[src/rtl/asg_seg_sequencer.sv]
// Segment sequencer for one ASG channel: plays an 8-entry table of pointer
// configurations (size/step/ofs) with per-segment dwell, optionally looping.
module asg_seg_sequencer #(
  parameter int RSZ = 14
) (
  input  logic             dac_clk_i,
  input  logic             dac_rst_i,
  input  logic             tbl_we_i,
  input  logic [2:0]       tbl_addr_i,
  input  logic [1:0]       tbl_sel_i,
  input  logic [31:0]      tbl_wdata_i,
  output logic [31:0]      tbl_rdata_o,
  input  logic             start_i,
  input  logic             stop_i,
  input  logic [2:0]       seg_last_i,
  input  logic [15:0]      nloop_i,
  output logic [RSZ+15:0]  set_size_o,
  output logic [RSZ+15:0]  set_step_o,
  output logic [RSZ+15:0]  set_ofs_o,
  output logic             set_rst_o,
  output logic             trig_sw_o,
  output logic [2:0]       seg_o,
  output logic [15:0]      pass_o,
  output logic             busy_o,
  output logic             done_o
);

  localparam int PW = RSZ + 16;

  typedef enum logic [1:0] {IDLE, LOAD, TRIG, RUN} state_t;

  state_t        state_reg;
  logic [PW-1:0] size_tbl  [8];
  logic [PW-1:0] step_tbl  [8];
  logic [PW-1:0] ofs_tbl   [8];
  logic [31:0]   dwell_tbl [8];
  logic [31:0]   dwell_lat_reg;
  logic [31:0]   dwell_cnt_reg;

  logic [2:0]    seg_inc;
  logic [16:0]   pass_inc;
  logic [15:0]   pass_sat;
  logic          more_passes;
  logic          seg_adv;
  logic          load_go;
  logic [2:0]    ld_idx;

  // Table storage is cleared by reset, so it lives in flops rather than RAM.
  always_ff @(posedge dac_clk_i or posedge dac_rst_i) begin
    if (dac_rst_i) begin
      for (int i = 0; i < 8; i++) begin
        size_tbl[i]  <= '0;
        step_tbl[i]  <= '0;
        ofs_tbl[i]   <= '0;
        dwell_tbl[i] <= '0;
      end
    end else if (tbl_we_i) begin
      case (tbl_sel_i)
        2'd0:    size_tbl[tbl_addr_i]  <= tbl_wdata_i[PW-1:0];
        2'd1:    step_tbl[tbl_addr_i]  <= tbl_wdata_i[PW-1:0];
        2'd2:    ofs_tbl[tbl_addr_i]   <= tbl_wdata_i[PW-1:0];
        default: dwell_tbl[tbl_addr_i] <= tbl_wdata_i;
      endcase
    end
  end

  always_ff @(posedge dac_clk_i or posedge dac_rst_i) begin
    if (dac_rst_i) begin
      tbl_rdata_o <= '0;
    end else begin
      case (tbl_sel_i)
        2'd0:    tbl_rdata_o <= 32'(size_tbl[tbl_addr_i]);
        2'd1:    tbl_rdata_o <= 32'(step_tbl[tbl_addr_i]);
        2'd2:    tbl_rdata_o <= 32'(ofs_tbl[tbl_addr_i]);
        default: tbl_rdata_o <= dwell_tbl[tbl_addr_i];
      endcase
    end
  end

  // Advance decision for the last RUN cycle; limits are sampled live.
  always_comb begin
    seg_inc     = seg_o + 3'd1;
    pass_inc    = {1'b0, pass_o} + 17'd1;
    pass_sat    = pass_inc[16] ? 16'hFFFF : pass_inc[15:0];
    more_passes = (nloop_i == 16'd0) || (pass_inc < {1'b0, nloop_i});
    seg_adv     = (seg_o < seg_last_i);
    load_go     = !stop_i &&
                  (((state_reg == IDLE) && start_i) ||
                   ((state_reg == RUN) && (dwell_cnt_reg == 32'd1) &&
                    (seg_adv || more_passes)));
    ld_idx      = ((state_reg == RUN) && seg_adv) ? seg_inc : 3'd0;
  end

  always_ff @(posedge dac_clk_i or posedge dac_rst_i) begin
    if (dac_rst_i) begin
      state_reg     <= IDLE;
      set_rst_o     <= 1'b1;
      trig_sw_o     <= 1'b0;
      busy_o        <= 1'b0;
      done_o        <= 1'b0;
      seg_o         <= '0;
      pass_o        <= '0;
      set_size_o    <= '0;
      set_step_o    <= '0;
      set_ofs_o     <= '0;
      dwell_lat_reg <= '0;
      dwell_cnt_reg <= '0;
    end else begin
      trig_sw_o <= 1'b0;
      done_o    <= 1'b0;
      // Snapshot the entry on LOAD entry so later writes never disturb a running segment.
      if (load_go) begin
        set_size_o    <= size_tbl[ld_idx];
        set_step_o    <= step_tbl[ld_idx];
        set_ofs_o     <= ofs_tbl[ld_idx];
        dwell_lat_reg <= dwell_tbl[ld_idx];
        set_rst_o     <= 1'b1;
        state_reg     <= LOAD;
      end
      if (stop_i) begin
        state_reg <= IDLE;
        busy_o    <= 1'b0;
        set_rst_o <= 1'b1;
      end else begin
        case (state_reg)
          IDLE: begin
            set_rst_o <= 1'b1;
            if (start_i) begin
              busy_o <= 1'b1;
              seg_o  <= 3'd0;
              pass_o <= 16'd0;
            end
          end
          LOAD: begin
            set_rst_o <= 1'b0;
            trig_sw_o <= 1'b1;
            state_reg <= TRIG;
          end
          TRIG: begin
            dwell_cnt_reg <= (dwell_lat_reg == 32'd0) ? 32'd1 : dwell_lat_reg;
            state_reg     <= RUN;
          end
          RUN: begin
            dwell_cnt_reg <= dwell_cnt_reg - 32'd1;
            if (dwell_cnt_reg == 32'd1) begin
              if (seg_adv) begin
                seg_o <= seg_inc;
              end else begin
                pass_o <= pass_sat;
                if (more_passes) begin
                  seg_o <= 3'd0;
                end else begin
                  state_reg <= IDLE;
                  busy_o    <= 1'b0;
                  set_rst_o <= 1'b1;
                  done_o    <= 1'b1;
                end
              end
            end
          end
          default: state_reg <= IDLE;
        endcase
      end
    end
  end

endmodule

[config.mk]
export PLATFORM = sky130hd
export DESIGN_NAME = asg_seg_sequencer
export DESIGN_NICKNAME = d
export VERILOG_FILES = /design/src/rtl/asg_seg_sequencer.sv
export SDC_FILE = /design/constraint.sdc
export NUM_CORES = 2
export LEC_CHECK = 0
export ABC_AREA = 1
export BUFFER_PORTS_ARGS = -buffer_cell sky130_fd_sc_hd__clkbuf_2
export CORE_MARGIN = 4
export CORE_UTILIZATION = 50
export DETAILED_ROUTE_END_ITERATION = 10
export PLACE_DENSITY = 0.66
export SLEW_MARGIN = 20
export SYNTH_ARGS = -nofsm -noshare
export SYNTH_HDL_FRONTEND = slang
export SYNTH_SLANG_ARGS = --single-unit
export TNS_END_PERCENT = 10
[constraint.sdc]
create_clock -name dac_clk_i -period 42 [get_ports dac_clk_i]
set_input_delay 2.1 -clock dac_clk_i [delete_from_list [all_inputs] [get_ports dac_clk_i]]
set_output_delay 2.1 -clock dac_clk_i [all_outputs]
set_load 0.01 [all_outputs]
==> results.cfg <==
[status]
status = complete, no violations

[placement]
place_congestion = 0.950
hpwl_mm = 146
placed_cells = 9029
dp_slack_ns = 35.80
port_buffers = 205

[clock_network]
cts_sinks = 1187
cts.clk_slew.worst_paths_ns = 0.06
cts_made_buffers = 132
clk_latency_ns = 0.80
hold_buffers = 0
postCtsResizedCells = 0
postCtsSetupBuffers = 0
htree_levels = 4
cts_buffer_depth = 3
root_buffer = clkbuf_16
cts_tree = yes

[timing]
fin_setup_tns_ns = 0
relSlewSlack = 0.171
slew_violations = 0
finClkSkew_ns = 0.0384
rsz0062_at_grt = no
period_minus_slack_ns = 5.60
fmax_mhz = 179
fin_crit_sh = 0.133
hold_violations = 0
setup_slack_ns = 36.40
finalSetupViolations = 0
worst_pin_slew_ns = 1.24

[synth]
yosys_most_used_dff = dfrtp_1
synth_most_common_cell = nand2_1
synth.top_cells.by_count = nand2_1 (2075), dfrtp_1 (1186), o21ai_0 (1139), inv_1 (774), o211ai_1 (453)
async_flop_share = 1.00
yosysTopAreaCell = dfrtp_1
yosys_warnings = 0
synthTopCellsByArea = dfrtp_1 (49%), nand2_1 (13%), o21ai_0 (9.4%)
syn_area_mm2 = 0.0607
ys_ff_latch = 1187
synth_edf_count = 0
synth_top_area_share = 0.489
syn_nets = 7760
yosysSeqAreaShare = 0.489
avgSynthCellArea_um2 = 7.91
synth_cells = 7678
ys_types = 47

[routing]
drc = 0
dr.pass1.iters = 9
dr_wl_met3_mm = 33.3
drt-vias-per-instance = 6.18
via_count = 57400
highest-signal-layer = met5
wl_met1_mm = 92.5
met2_wirelength_mm = 101
drt-total-wl_mm = 243
wl_per_cell_um = 26.2
drt_iter0_drc = 7869
ant_nets = 0

[worst_setup_path]
crit_top_cell = buf_4
crit_path_end_kind = flop
critPathMaxFanout = 62
cp_cell_sequence = clkbuf_2, inv_1, ha_1, a21oi_1, nand2_2, nor2_4, nand2_8, inv_4, buf_4, buf_4, nand3_1, nand3_2, nand2_1
crit_arrival_ns = 6.29
critPathKind = in2reg
crit_required_ns = 42.68
path_delay_family = buffers and inverters
r2r_setup_slack_ns = 36.80
critPathLaunchType = input pin
crit_path_max_incr_delay_ns = 0.98
slowest_stage = buf_4
critPathBufInv = 5

[floorplan]
initial_utilization = 0.505
core-area_mm2 = 0.120
rows = 127
dieArea_mm2 = 0.127
pin_count = 206
dieHeight_um = 356
die_w_um = 356

[pwr]
p_switching_w = 0.00131
clock_power_share = 0.326
p_leak_nw = 31.5
comb_power_share = 0.238
powerDensity_mw_per_mm2 = 55.4
ir_drop_mv = 0.0471
p_seq_frac = 0.436
power_switching_share = 0.353
intPower_w = 0.00240

[grt]
grt.total_usage = 0.377
grt-ovfl-total = 0
grt_pass1_vias = 53600
grt_start_max_net_pins = 229
grt_pass1_wl_mm = 356
antenna_found_initial = 23

[final_layout]
top_register = dwell_tbl
n_fill_cell = 11200
drive_gt1_frac = 0.0995
layoutNonFillerInstCount = 9285
area_growth_pct = 10.3
largest_reg_flops = 256
nNetsFinal = 7633

[min_path]
hold_class = reg2reg

[run]
maxCapViolations = 0
[area by class of cell]
| type | instances | area, um2 | share of cell area |
|---|---|---|---|
| flip-flops and latches | 1187 | 29700 | 0.444 |
| clock buffers | 196 | 3870 | 0.0578 |
| multi-input cells | 5105 | 25600 | 0.383 |
| inverters | 790 | 3020 | 0.0451 |
| clock inverters | 45 | 579 | 0.00866 |
| diodes | 15 | 37.5 | 0.000561 |
| well taps | 1612 | 2020 | 0.0301 |
| repair buffers | 335 | 2080 | 0.0310 |
[power by group through the flow]
stage          Clock, W  Sequential [W]  Combinational [W]
2_1_floorplan         0         0.00158           0.000589
3_3_place_gp          0         0.00162           0.000844
3_5_place_dp          0         0.00162           0.000864
4_1_cts         0.00122         0.00161           0.000868
5_1_grt         0.00126         0.00164           0.000983
6_report        0.00121         0.00162           0.000882
[final timing paths]
kind,from,end,cells after the start
min in group asynchronous,dac_rst_i,tbl_rdata_o[31]$_DFF_PP0_,2
worst min register to register,set_step_o[12]$_DFFE_PP0P_,set_step_o[12]$_DFFE_PP0P_,2
max in group asynchronous,dac_rst_i,ofs_tbl[56]$_DFFE_PP0P_,5
worst max-delay path,seg_last_i[2],set_step_o[4]$_DFFE_PP0P_,13
worst min-delay path,set_step_o[12]$_DFFE_PP0P_,set_step_o[12]$_DFFE_PP0P_,2
worst max register to register,seg_o[0]$_DFFE_PP0P_,set_step_o[4]$_DFFE_PP0P_,12
[through the flow]
step / util / total power, W / area, um2 / hold WS [ns]
after detailed placement: 0.519 / 0.00249 / 62400 / 0.465
after global routing: 0.556 / 0.00389 / 66900 / 0.498
after CTS: 0.556 / 0.00369 / 66900 / 0.485
after floorplan: - / 0.00216 / 60700 / 0.449
final: 0.556 / 0.00371 / 66900 / 0.480
after global placement: 0.519 / 0.00247 / 62400 / 0.465
[placed cells by master, fill, tap and decap left out, types with 33 or more instances in the layout]
master / netlist / layout
nand2_1: 2075 / 2049
dfrtp_1: 1186 / 1186
o21ai_0: 1139 / 1138
inv_1: 774 / 765
o211ai_1: 453 / 453
nand3_1: 347 / 341
nor2_1: 248 / 240
o22ai_1: 223 / 223
clkbuf_2: 0 / 205
a21oi_1: 146 / 146
clkbuf_16: 0 / 135
buf_4: 3 / 122
nand4_1: 85 / 85
nand3_2: 82 / 83
a22oi_1: 56 / 56
or2_2: 51 / 51
clkbuf_1: 375 / 35
o2bb2ai_1: 34 / 34
nand2_2: 9 / 33
[tightest hold or removal path: cells and delay by family (launching register included)]
family	cells	cell delay, ns
flops	1	0.34
simple gates	2	0.11
[logic make-up after synthesis]
| family | Yosys count | share of synthesized area |
|---|---|---|
| buf+inv | 1386 | 0.0922 |
| xor+xnor | 26 | 0.00375 |
| compound gates | 2108 | 0.204 |
| fa+ha+maj | 21 | 0.00433 |
| simple gates | 2950 | 0.206 |
| flops | 1187 | 0.489 |
[routing by layer]
metal,track usage,vias to the layer above
met5,0,-
met4,0.214,14
met3,0.130,784
met2,0.542,3687
met1,0.497,27600
li1,-,25300
Note: power is estimated with default switching activity, not from simulation.
